<file path="src/rtl/ps2_pkg.sv">
// Shared constants, FSM state and event type for the PS/2 key decoder.
package ps2_pkg;

  localparam logic [7:0] BYTE_E0 = 8'hE0;
  localparam logic [7:0] BYTE_F0 = 8'hF0;
  localparam logic [7:0] BYTE_00 = 8'h00;
  localparam logic [7:0] BYTE_FF = 8'hFF;
  localparam logic [7:0] BYTE_AA = 8'hAA;
  localparam logic [7:0] BYTE_FA = 8'hFA;
  localparam logic [7:0] BYTE_EE = 8'hEE;
  localparam logic [7:0] BYTE_FE = 8'hFE;

  localparam logic [7:0] KEY_W     = 8'h1D;
  localparam logic [7:0] KEY_A     = 8'h1C;
  localparam logic [7:0] KEY_S     = 8'h1B;
  localparam logic [7:0] KEY_D     = 8'h23;
  localparam logic [7:0] KEY_Q     = 8'h15;
  localparam logic [7:0] KEY_E     = 8'h24;
  localparam logic [7:0] KEY_Z     = 8'h1A;
  localparam logic [7:0] KEY_C     = 8'h21;
  localparam logic [7:0] KEY_SPACE = 8'h29;

  localparam logic [7:0] ARROW_UP    = 8'h75;
  localparam logic [7:0] ARROW_LEFT  = 8'h6B;
  localparam logic [7:0] ARROW_DOWN  = 8'h72;
  localparam logic [7:0] ARROW_RIGHT = 8'h74;

  typedef enum logic [1:0] {
    ST_IDLE,
    ST_GOT_E0,
    ST_GOT_F0,
    ST_GOT_E0F0
  } prefix_state_t;

  typedef struct packed {
    logic       rpt;
    logic       ext;
    logic       brk;
    logic [7:0] code;
  } key_event_t;

  function automatic logic [8:0] key_onehot(input logic [7:0] code);
    key_onehot = '0;
    case (code)
      KEY_W:     key_onehot[0] = 1'b1;
      KEY_A:     key_onehot[1] = 1'b1;
      KEY_S:     key_onehot[2] = 1'b1;
      KEY_D:     key_onehot[3] = 1'b1;
      KEY_Q:     key_onehot[4] = 1'b1;
      KEY_E:     key_onehot[5] = 1'b1;
      KEY_Z:     key_onehot[6] = 1'b1;
      KEY_C:     key_onehot[7] = 1'b1;
      KEY_SPACE: key_onehot[8] = 1'b1;
      default:   key_onehot = '0;
    endcase
  endfunction

  function automatic logic [3:0] arrow_onehot(input logic [7:0] code);
    arrow_onehot = '0;
    case (code)
      ARROW_UP:    arrow_onehot[0] = 1'b1;
      ARROW_LEFT:  arrow_onehot[1] = 1'b1;
      ARROW_DOWN:  arrow_onehot[2] = 1'b1;
      ARROW_RIGHT: arrow_onehot[3] = 1'b1;
      default:     arrow_onehot = '0;
    endcase
  endfunction

endpackage

</file>
<file path="src/rtl/key_event_fifo.sv">
// Synchronous event FIFO with wrap-bit pointers; head is read straight from the register array.
module key_event_fifo
  import ps2_pkg::*;
#(
  parameter int unsigned DEPTH = 4
) (
  input  logic       clk,
  input  logic       rst,
  input  logic       push,
  input  logic       pop,
  input  key_event_t din,
  output logic       full,
  output logic       empty,
  output key_event_t head
);

  localparam int unsigned AW = $clog2(DEPTH);

  key_event_t    mem [DEPTH];
  logic [AW:0]   wr_ptr;
  logic [AW:0]   rd_ptr;
  logic          do_push;
  logic          do_pop;

  assign full    = (wr_ptr[AW] != rd_ptr[AW]) && (wr_ptr[AW-1:0] == rd_ptr[AW-1:0]);
  assign empty   = (wr_ptr == rd_ptr);
  assign do_pop  = pop && !empty;
  // A pop frees the slot in the same cycle, so a full FIFO still accepts a push then.
  assign do_push = push && (!full || do_pop);
  assign head    = mem[rd_ptr[AW-1:0]];

  always_ff @(posedge clk or negedge rst) begin
    if (!rst) begin
      wr_ptr <= '0;
      rd_ptr <= '0;
      mem    <= '{default: '0};
    end else begin
      if (do_push) begin
        mem[wr_ptr[AW-1:0]] <= din;
        wr_ptr              <= wr_ptr + (AW+1)'(1);
      end
      if (do_pop) begin
        rd_ptr <= rd_ptr + (AW+1)'(1);
      end
    end
  end

endmodule

</file>
<file path="src/rtl/ps2_key_decoder.sv">
// PS/2 scancode decoder: prefix FSM, held-key bitmap and event FIFO.
// Define PS2_EXT_EN to enable E0-extended decoding and arrow-key held bits.
module ps2_key_decoder
  import ps2_pkg::*;
#(
  parameter int unsigned FIFO_DEPTH     = 4,
  parameter int unsigned PREFIX_TIMEOUT = 50000
) (
  input  logic       master_clk,
  input  logic       rst,
  input  logic [7:0] rxdata,
  input  logic       datafetched,
  output logic       ev_valid,
  input  logic       ev_ready,
  output logic [7:0] ev_code,
  output logic       ev_break,
  output logic       ev_ext,
  output logic       ev_repeat,
  output logic [8:0] held,
  output logic       err,
  output logic       overflow
);

  localparam int unsigned   TW       = $clog2(PREFIX_TIMEOUT + 1);
  localparam logic [TW-1:0] TMO_LAST = TW'(PREFIX_TIMEOUT - 1);

  prefix_state_t state, state_nxt;
  logic [TW-1:0] tmo_cnt;
  logic          is_e0, is_f0, is_ovr, is_ack, timeout;
  logic          emit, emit_brk, emit_ext, err_now;
  logic [8:0]    held_base, base_hit;
  logic [3:0]    held_arr, arr_hit;
  key_event_t    ev_in, ev_head;
  logic          fifo_full, fifo_empty, pop;

  assign is_e0   = (rxdata == BYTE_E0);
  assign is_f0   = (rxdata == BYTE_F0);
  assign is_ovr  = (rxdata == BYTE_00) || (rxdata == BYTE_FF);
  assign is_ack  = (rxdata == BYTE_AA) || (rxdata == BYTE_FA) ||
                   (rxdata == BYTE_EE) || (rxdata == BYTE_FE);
  assign timeout = !datafetched && (state != ST_IDLE) && (tmo_cnt == TMO_LAST);

  always_ff @(posedge master_clk or negedge rst) begin
    if (!rst) state <= ST_IDLE;
    else      state <= state_nxt;
  end

  always_comb begin
    state_nxt = state;
    if (datafetched) begin
      if (is_e0) begin
`ifdef PS2_EXT_EN
        state_nxt = ST_GOT_E0;
`endif
      end else if (is_f0) begin
        if (state == ST_IDLE)        state_nxt = ST_GOT_F0;
        else if (state == ST_GOT_E0) state_nxt = ST_GOT_E0F0;
      end else begin
        state_nxt = ST_IDLE;
      end
    end else if (timeout) begin
      state_nxt = ST_IDLE;
    end
  end

  always_comb begin
    emit     = 1'b0;
    emit_brk = 1'b0;
    emit_ext = 1'b0;
    err_now  = 1'b0;
    if (datafetched) begin
      if (is_e0) begin
`ifdef PS2_EXT_EN
        err_now = (state != ST_IDLE);
`endif
      end else if (is_f0) begin
        err_now = (state == ST_GOT_F0) || (state == ST_GOT_E0F0);
      end else if (state == ST_IDLE) begin
        err_now = is_ovr;
        emit    = !is_ovr && !is_ack;
      end else begin
        emit     = 1'b1;
        emit_brk = (state == ST_GOT_F0) || (state == ST_GOT_E0F0);
`ifdef PS2_EXT_EN
        emit_ext = (state == ST_GOT_E0) || (state == ST_GOT_E0F0);
`endif
      end
    end else begin
      err_now = timeout;
    end
  end

  // Strobes always restart the window, so a byte on the expiry cycle beats the timeout.
  always_ff @(posedge master_clk or negedge rst) begin
    if (!rst)                                        tmo_cnt <= '0;
    else if (datafetched || state == ST_IDLE || timeout) tmo_cnt <= '0;
    else                                             tmo_cnt <= tmo_cnt + TW'(1);
  end

  assign base_hit = emit_ext ? 9'd0 : key_onehot(rxdata);
`ifdef PS2_EXT_EN
  assign arr_hit  = emit_ext ? arrow_onehot(rxdata) : 4'd0;
`else
  assign arr_hit  = 4'd0;
`endif
  assign held = held_base | {5'd0, held_arr};

  always_ff @(posedge master_clk or negedge rst) begin
    if (!rst) begin
      held_base <= '0;
      held_arr  <= '0;
    end else if (emit) begin
      if (emit_brk) begin
        held_base <= held_base & ~base_hit;
        held_arr  <= held_arr & ~arr_hit;
      end else begin
        held_base <= held_base | base_hit;
        held_arr  <= held_arr | arr_hit;
      end
    end
  end

  assign ev_in.rpt  = !emit_brk && |((base_hit | {5'd0, arr_hit}) & held);
  assign ev_in.ext  = emit_ext;
  assign ev_in.brk  = emit_brk;
  assign ev_in.code = rxdata;

  assign ev_valid = !fifo_empty;
  assign pop      = ev_valid && ev_ready;

  key_event_fifo #(.DEPTH(FIFO_DEPTH)) u_fifo (
    .clk   (master_clk),
    .rst   (rst),
    .push  (emit),
    .pop   (pop),
    .din   (ev_in),
    .full  (fifo_full),
    .empty (fifo_empty),
    .head  (ev_head)
  );

  assign ev_code   = ev_head.code;
  assign ev_break  = ev_head.brk;
  assign ev_ext    = ev_head.ext;
  assign ev_repeat = ev_head.rpt;

  always_ff @(posedge master_clk or negedge rst) begin
    if (!rst) begin
      err      <= 1'b0;
      overflow <= 1'b0;
    end else begin
      err      <= err_now;
      overflow <= overflow | (emit && fifo_full && !pop);
    end
  end

endmodule

</file>
<file path="config.mk">
export PLATFORM = sky130hd
export DESIGN_NAME = ps2_key_decoder
export DESIGN_NICKNAME = d
export VERILOG_FILES = /design/src/rtl/ps2_pkg.sv /design/src/rtl/key_event_fifo.sv /design/src/rtl/ps2_key_decoder.sv
export SDC_FILE = /design/constraint.sdc
export NUM_CORES = 1
export LEC_CHECK = 0
export CAP_MARGIN = 20
export CELL_PAD_IN_SITES_DETAIL_PLACEMENT = 0
export CELL_PAD_IN_SITES_GLOBAL_PLACEMENT = 1
export CORE_ASPECT_RATIO = 1.75
export CORE_MARGIN = 2
export CORE_UTILIZATION = 47
export CTS_CLUSTER_DIAMETER = 150
export DETAILED_ROUTE_END_ITERATION = 10
export HOLD_SLACK_MARGIN = 0.1
export PLACE_DENSITY_LB_ADDON = 0.1
export SETUP_SLACK_MARGIN = 0.15
export SYNTH_ARGS = -nofsm -noshare
export SYNTH_HDL_FRONTEND = slang
export SYNTH_SLANG_ARGS = --single-unit
</file>
<file path="constraint.sdc">
create_clock -name master_clk -period 2.6 [get_ports master_clk]
set_input_delay 0.52 -clock master_clk [delete_from_list [all_inputs] [get_ports master_clk]]
set_output_delay 0.52 -clock master_clk [all_outputs]
set_load 0.005 [all_outputs]
</file>
==> implementation parameters, run 1 <==
Parameter                              Value

STA
  Final min period    2.41 ns
  Unrepaired setup endpoints after global routing    false
  Finish-stage setup viols    0
  Measured slew at the worst slew-check pin    0.966 ns
  Hold WS    0.333 ns
  Share of the clock period used by the worst path after layout    92.9%
  Count of pins over their slew limit    0
  Max Fclk    414 MHz
  Final setup slack of the worst path    0.185 ns
  Final Hold Vio Count    0
  Final clock skew    0.00524 ns
  Normalized max-slew margin    35.6%

Logic synthesis
  Syn Nets    338
  Syn Inst Count    320
  Cell accounting for the most synthesized area    dfrtp_1
  Post-synth EDFFs    0
  Share of the synthesized area in the top cell type    48.1%
  Number of library cell types mapped by synthesis    54
  Count of state elements after synthesis    75
  Share of flip-flops with an asynchronous set or reset after synthesis    100%
  Number of warnings issued by yosys    0
  Proportion of synthesized chip area in sequential cells    48.1%
  Netlist area before placement    3900 um2
  Top FF cell, synth    dfrtp_1
  Area contributors post-synth    dfrtp_1, mux2_2, mux4_2
  Syn_area_per_cell    12.2 um2

Drt
  Number of vias per cell after detailed routing    5.62
  Average wire per cell in the routed design    17.8 um
  First DRT Iteration DRCs    143
  Antenna Nets Post-Route    0
  Wirelength, routed    8580 um
  First-pass DRT Iterations    4
  Number of DRC violations after detailed routing    0
  Routed via count    2711

Setup path
  Startpoint class of the critical path    input port
  Critical Path RT    2.82 ns
  Data arrival time of the critical path    2.63 ns
  Critical setup path kind    in -> reg
  Flop2flop setup slack    0.59 ns
  Largest driver fanout on the critical path    10
  Worst setup EP type    register

Cells and area
  Commonest non-fill, non-tap cell in the layout    dfrtp_1
  Utilization after layout    59.9%
  Leading cell types in the layout, fill and taps excluded    dfrtp_1, buf_4, mux2_2, clkdlybuf4s50_1, nor2_1
  Layout cells sized above 1    29.5%
  N_diodes    0
  Signed area change from the synthesized netlist to the final layout    25.7%
  Number of nets at the end of the flow    403
  Filler-free cell count of the finished design    482

Power and ir drop
  Leakage    2.10 nW
  Post-route total power    4.76 mW
  Worst vdd rail ir drop    0.000393 V
  Power density over cell area    969 nW/um2

Clock network
  Clock root buffer master    clkbuf_16
  Quantity of hold-fixing buffers added after cts    0
  Clock insertion delay at the later pin of the skew report    0.34 ns
  Clock Pin Slew Worst Setup and Hold Paths    0.06 ns
  Number of clock buffers inserted by TritonCTS    9
  Sinks on Clock Net    75
  CTS tree    yes
  Maximum clock path buffer count    2
  CTS H-Tree Depth    3

Placed design
  DPL Wire Length    6050 um
  Setup slack after placement    -0.199 ns
  Port Buf Inserts    33
  Count of placed standard cells including taps    464
  Weighted congestion at the end of routability-driven global placement    0.758

Run
  Max Cap Violations    0

Floorplan
  Effective utilization at floorplan    47.6%
  Top-level I/O count    35
  Horiz. Die Dim    72.9 um
  Die extent in y    125 um
  Row cnt    44
  Die area    9080 um2
  Area inside the core boundary    8200 um2

Global routing
  Global-route total usage across every layer    20.8%
  Wire length of the first global-routing pass    14400 um
  Largest net degree at the start of global routing    76
  Antenna violations before repair    0
  Total overflow reported by the global router    0
  Number of global-route vias before repair    2879

Min path
  Worst hold path class    in -> async

Status
  Status    finished, final reports clean
## Yosys cell counts, drive strengths merged (2+ instances only)
cell type	instances
ha	6
mux2i	2
buf	10
dfrtp	75
o31ai	2
inv	9
nand4	11
nand3b	5
mux2	38
and4	2
nand2	22
xnor2	12
nor2b	4
and2	2
o21ai	12
nand4b	3
o32ai	4
a31oi	2
and3	7
o211ai	2
a21oi	2
clkbuf	6
nand3	12
nor3	6
xor2	10
mux4	10
nor2	27
## logic make-up after synthesis
group	count (synthesis)	synth area share [%]
simple gates	109	16.3
flops	75	48.1
mux	50	18.0
compound gates	31	5.74
buf+inv	26	4.93
xor+xnor	22	4.93
fa+ha+maj	6	1.92
other cells	1	0.0960
## per-layer routing
layer | GRT usage [%] | routed length [um]
met1 | 25.6 | 3430
met4 | 8.28 | 176
met5 | 0 | 0
met2 | 34.5 | 4750
met3 | 5.02 | 214
## path summary, 6_finish.rpt
path                       cells after the start                           end                          from
setup / recovery                               8     u_fifo.mem[0]$_DFFE_PN0P_                     rxdata[1]
hold / removal                                 1  u_fifo.rd_ptr[2]$_DFFE_PN0P_                           rst
setup reg to reg                               7    u_fifo.mem[19]$_DFFE_PN0P_  u_fifo.rd_ptr[0]$_DFFE_PN0P_
hold reg to reg                                1          tmo_cnt[0]$_DFF_PN0_          tmo_cnt[0]$_DFF_PN0_
max in group asynchronous                      1  u_fifo.rd_ptr[0]$_DFFE_PN0P_                           rst
min in group master_clk                        1          tmo_cnt[0]$_DFF_PN0_          tmo_cnt[0]$_DFF_PN0_
## final cells by class
cell class              instances  area (um2)
well taps                      92         115
clock buffers                   9         225
clock inverters                 7        92.6
fillers                       693        3290
flip-flops and latches         75        1880
repair buffers                 71         726
multi-input cells             219        1840
inverters                       9        33.8
## through the flow
step,setup TNS (ns),cell area (um2)
floorplan,0,3910
global placement,-6.46,4550
detailed placement,-6.99,4550
CTS,0,4870
global route,0,4910
finish,0,4910
## worst max-delay path, stage by stage
cell and delay [ns]:
clkdlybuf4s50_1 0.45, or4_4 0.58, nor4b_4 0.25, o21a_1 0.19
buf_12 0.14, nor3_4 0.05, buf_12 0.15, mux2_4 0.29
## power by group
group | internal, mW | total (mW) | switching (mW)
registers | 1.50 | 1.73 | 0.236
logic | 1.10 | 1.70 | 0.599
clock network | 0.838 | 1.33 | 0.489
## timing repair
action | 4_1_cts | 5_1_grt
hold endpoints to repair | 0 | 0
pin swaps | 1 | 0
setup endpoints to repair | 12 | 37
setup buffers | 0 | 1
resized for setup | 1 | 5
cloned | 0 | 1
No activity file was read; power rests on OpenSTA's default activity.
==> run 2: changes to the inputs <==
--- a/config.mk
+++ b/config.mk
@@ -10,7 +10,7 @@
 export CELL_PAD_IN_SITES_GLOBAL_PLACEMENT = 1
 export CORE_ASPECT_RATIO = 1.75
 export CORE_MARGIN = 2
-export CORE_UTILIZATION = 47
+export CORE_UTILIZATION = 30
 export CTS_CLUSTER_DIAMETER = 150
 export DETAILED_ROUTE_END_ITERATION = 10
 export HOLD_SLACK_MARGIN = 0.1
==> run 2 against run 1 <==
Clock skew grew 0.0025 ns. Global-route usage shrank 6.5 points. Sequential share of layout area is 1.1 points lower. Highest routed layer unchanged. Combinational power down 2%.
==> implementation parameters, run 2 (synthesis gave the netlist of run 1 again) <==
Parameter                              Value

Drt
  Wirelength, routed    9340 um (+8.9%)
  Antenna Nets Post-Route    0 (unchanged)
  First-pass DRT Iterations    4 (unchanged)
  Number of DRC violations after detailed routing    0 (unchanged)
  Highest metal layer with signal wires    met4
  Routed via count    2652 (-2.2%)
  First DRT Iteration DRCs    70 (-51%)
  Average wire per cell in the routed design    16.6 um (-6.6%)
  Routed met3 length    223 um (+4.2%)
  WL met1    3710 um (+8.1%)
  Met2 layer wire length in the routed design    5290 um (+11%)
  Number of vias per cell after detailed routing    4.72 (-16%)

Setup path
  Worst flop-to-flop path endpoint    u_fifo.mem[27]$_DFFE_PN0P_
  Worst Setup SP    u_fifo.rd_ptr[0]$_DFFE_PN0P_
  FF-to-FF Start    u_fifo.rd_ptr[1]$_DFFE_PN0P_
  Longest individual stage delay on the worst path    0.52 ns (-0.06 ns)
  Capturing element of the worst setup path    ev_repeat
  Startpoint class of the critical path    register
  R2r worst-path depth    6 (-1)
  Critical path, cell by cell    buf_12 -> mux4_2 -> clkdlybuf4s50_1
  Flop2flop setup slack    0.53 ns (-0.06 ns)
  Critical setup path kind    reg -> out
  Critical Path RT    2.08 ns (-0.74 ns)
  Data arrival time of the critical path    1.85 ns (-0.78 ns)
  Largest driver fanout on the critical path    13 (+3)
  Worst setup EP type    primary output
  Max stage delay cell, worst path    mux4_2

Cells and area
  Leading cell types in the layout, fill and taps excluded    dfrtp_1, mux2_2, buf_4, nor2_1, clkdlybuf4s50_1
  Layout cells sized above 1    29.4% (-0.075 points)
  Count of filler cells inserted in the layout    1297 (+87%)
  Number of nets at the end of the flow    404 (+0.25%)
  N_diodes    0 (unchanged)
  Filler-free cell count of the finished design    562 (+17%)
  Final cell area excluding filler cells    5050 um2 (+2.9%)
  Signed area change from the synthesized netlist to the final layout    29.4%
  Commonest non-fill, non-tap cell in the layout    dfrtp_1

Placed design
  Weighted congestion at the end of routability-driven global placement    0.733 (-3.3%)
  Setup slack after placement    -0.212 ns (-0.0137 ns)
  Count of placed standard cells including taps    541 (+17%)
  DPL Wire Length    6800 um (+12%)
  Post-detailed-placement cell area    4630 um2 (+1.8%)
  Port Buf Inserts    33 (unchanged)

Power and ir drop
  Post-route total power    4.72 mW (-0.77%)
  Part of the total power dissipated in sequential elements    36.4% (about the same)
  Cell-internal power    3.41 mW (-0.81%)
  Proportion of power drawn by combinational gates    35.2% (-0.5 points)
  Power density over cell area    934 nW/um2 (-3.6%)
  Net switching share of the total power    27.9% (+0.029 points)
  Total net switching power    1.31 mW (-0.67%)
  Part of the total power dissipated in the clock network    28.3% (+0.4 points)
  Leakage    2.13 nW (+1.5%)
  Worst vdd rail ir drop    0.000333 V (-15%)

Global routing
  Largest net degree at the start of global routing    50 (-34%)
  Wire length of the first global-routing pass    15500 um (+8.0%)
  Global-route total usage across every layer    14.4% (-6.5 points)
  Antenna violations before repair    0 (unchanged)
  Number of global-route vias before repair    2844 (-1.2%)
  Total overflow reported by the global router    0 (unchanged)

STA
  Final clock skew    0.00775 ns (+0.00251 ns)
  Final Hold Vio Count    0 (unchanged)
  Final setup slack of the worst path    0.227 ns (+0.0419 ns)
  Count of pins over their slew limit    0 (unchanged)
  Finish-stage setup viols    0 (unchanged)
  Hold WS    0.104 ns (-0.229 ns)
  Final min period    2.37 ns (-0.0419 ns)
  Max Fclk    421 MHz (+1.8%)
  Share of the clock period used by the worst path after layout    91.3% (-1.6 points)
  Unrepaired setup endpoints after global routing    false

Clock network
  Clock insertion delay at the later pin of the skew report    0.33 ns (about the same)
  Clock root buffer master    clkbuf_16
  Maximum clock path buffer count    2 (unchanged)
  Clock Pin Slew Worst Setup and Hold Paths    0.06 ns (about the same)
  Number of clock buffers inserted by TritonCTS    9 (unchanged)
  Sinks on Clock Net    75 (unchanged)
  CTS H-Tree Depth    3 (unchanged)
  CTS tree    yes

Floorplan
  Top-level I/O count    35 (unchanged)
  Area inside the core boundary    12800 um2 (+56%)
  Die extent in y    155 um (+24%)
  Effective utilization at floorplan    30.5% (-17 points)
  Die area    14000 um2 (+54%)
  Horiz. Die Dim    90.2 um (+24%)
  Row cnt    55 (+25%)

Run
  Max Cap Violations    0 (unchanged)

Status
  Status    finished, final reports clean

Min path
  Worst hold path class    in -> async
-- run 2: changes by cell type in the layout (fill, tap and decap cells not counted), sizes merged --
cell	before	now
clkinv	5	3
clkdlybuf4s50	29	25
dlymetal6s2s	3	6
clkinvlp	0	1
dlygate4sd2	0	1
clkbuf	10	11
buf	38	39
-- run 2: worst min-delay path by stage --
stage,startpoint,end,slack (ns),cells past startpoint
final,rst,u_fifo.rd_ptr[2]$_DFFE_PN0P_,0.10,1
after global routing,rst,u_fifo.wr_ptr[0]$_DFFE_PN0P_,0.14,1
after CTS,rst,err$_DFF_PN0_,0.12,1
after detailed placement,rst,u_fifo.rd_ptr[2]$_DFFE_PN0P_,0.48,1
after global placement,rst,u_fifo.rd_ptr[2]$_DFFE_PN0P_,0.48,1
after floorplan,rst,async pin,0.22,0
-- run 2: final cells by class --
cell class	instances	area (um2)	share of cell area (%)
sequential	75	1880	37.2
multi-input combinational	219	1850	36.5
timing repair buffer	72	763	15.1
clock buffer	10	229	4.53
tap	171	214	4.23
clock inverter	6	90.1	1.78
inverter	9	33.8	0.668
-- run 2: per-layer routing --
| metal | vias up | GRT usage (%) |
|---|---|---|
| li1 | 1286 | - |
| met1 | 1326 | 16.7 |
| met2 | 31 | 26.6 |
| met3 | 9 | 2.57 |
| met4 | 0 | 4.84 |
| met5 | - | 0 |
-- run 2: what timing repair did --
| action | in CTS | in global routing |
|---|---|---|
| setup endpoints to repair | 19 | 18 |
| hold buffers | 0 | 0 |
| pin swaps | 2 | 6 |
| cloned | 0 | 1 |
| gates resized for setup | 3 | 10 |
| setup buffers | 1 | 3 |
-- run 2: power by group through the flow --
stage          clock (mW)  sequential, mW  combinational [mW]
4_1_cts              1.38            1.73                1.68
3_3_place_gp            0            1.74                1.66
2_1_floorplan           0            1.65                1.04
5_1_grt              1.44            1.77                1.80
6_report             1.34            1.72                1.66
3_5_place_dp            0            1.75                1.68
-- run 2: critical path, delay by kind of cell (launching register included) --
family,cells,cell delay [ns]
mux,1,0.52
buf+inv,2,0.63
flops,1,0.37
-- run 2: per-stage QoR --
step                      setup TNS (ns)  util, %
final                                  0     39.5
after global routing                   0     39.5
after CTS                              0     38.7
after detailed placement           -7.23     36.2
after global placement             -6.43     36.2
after floorplan                        0        -
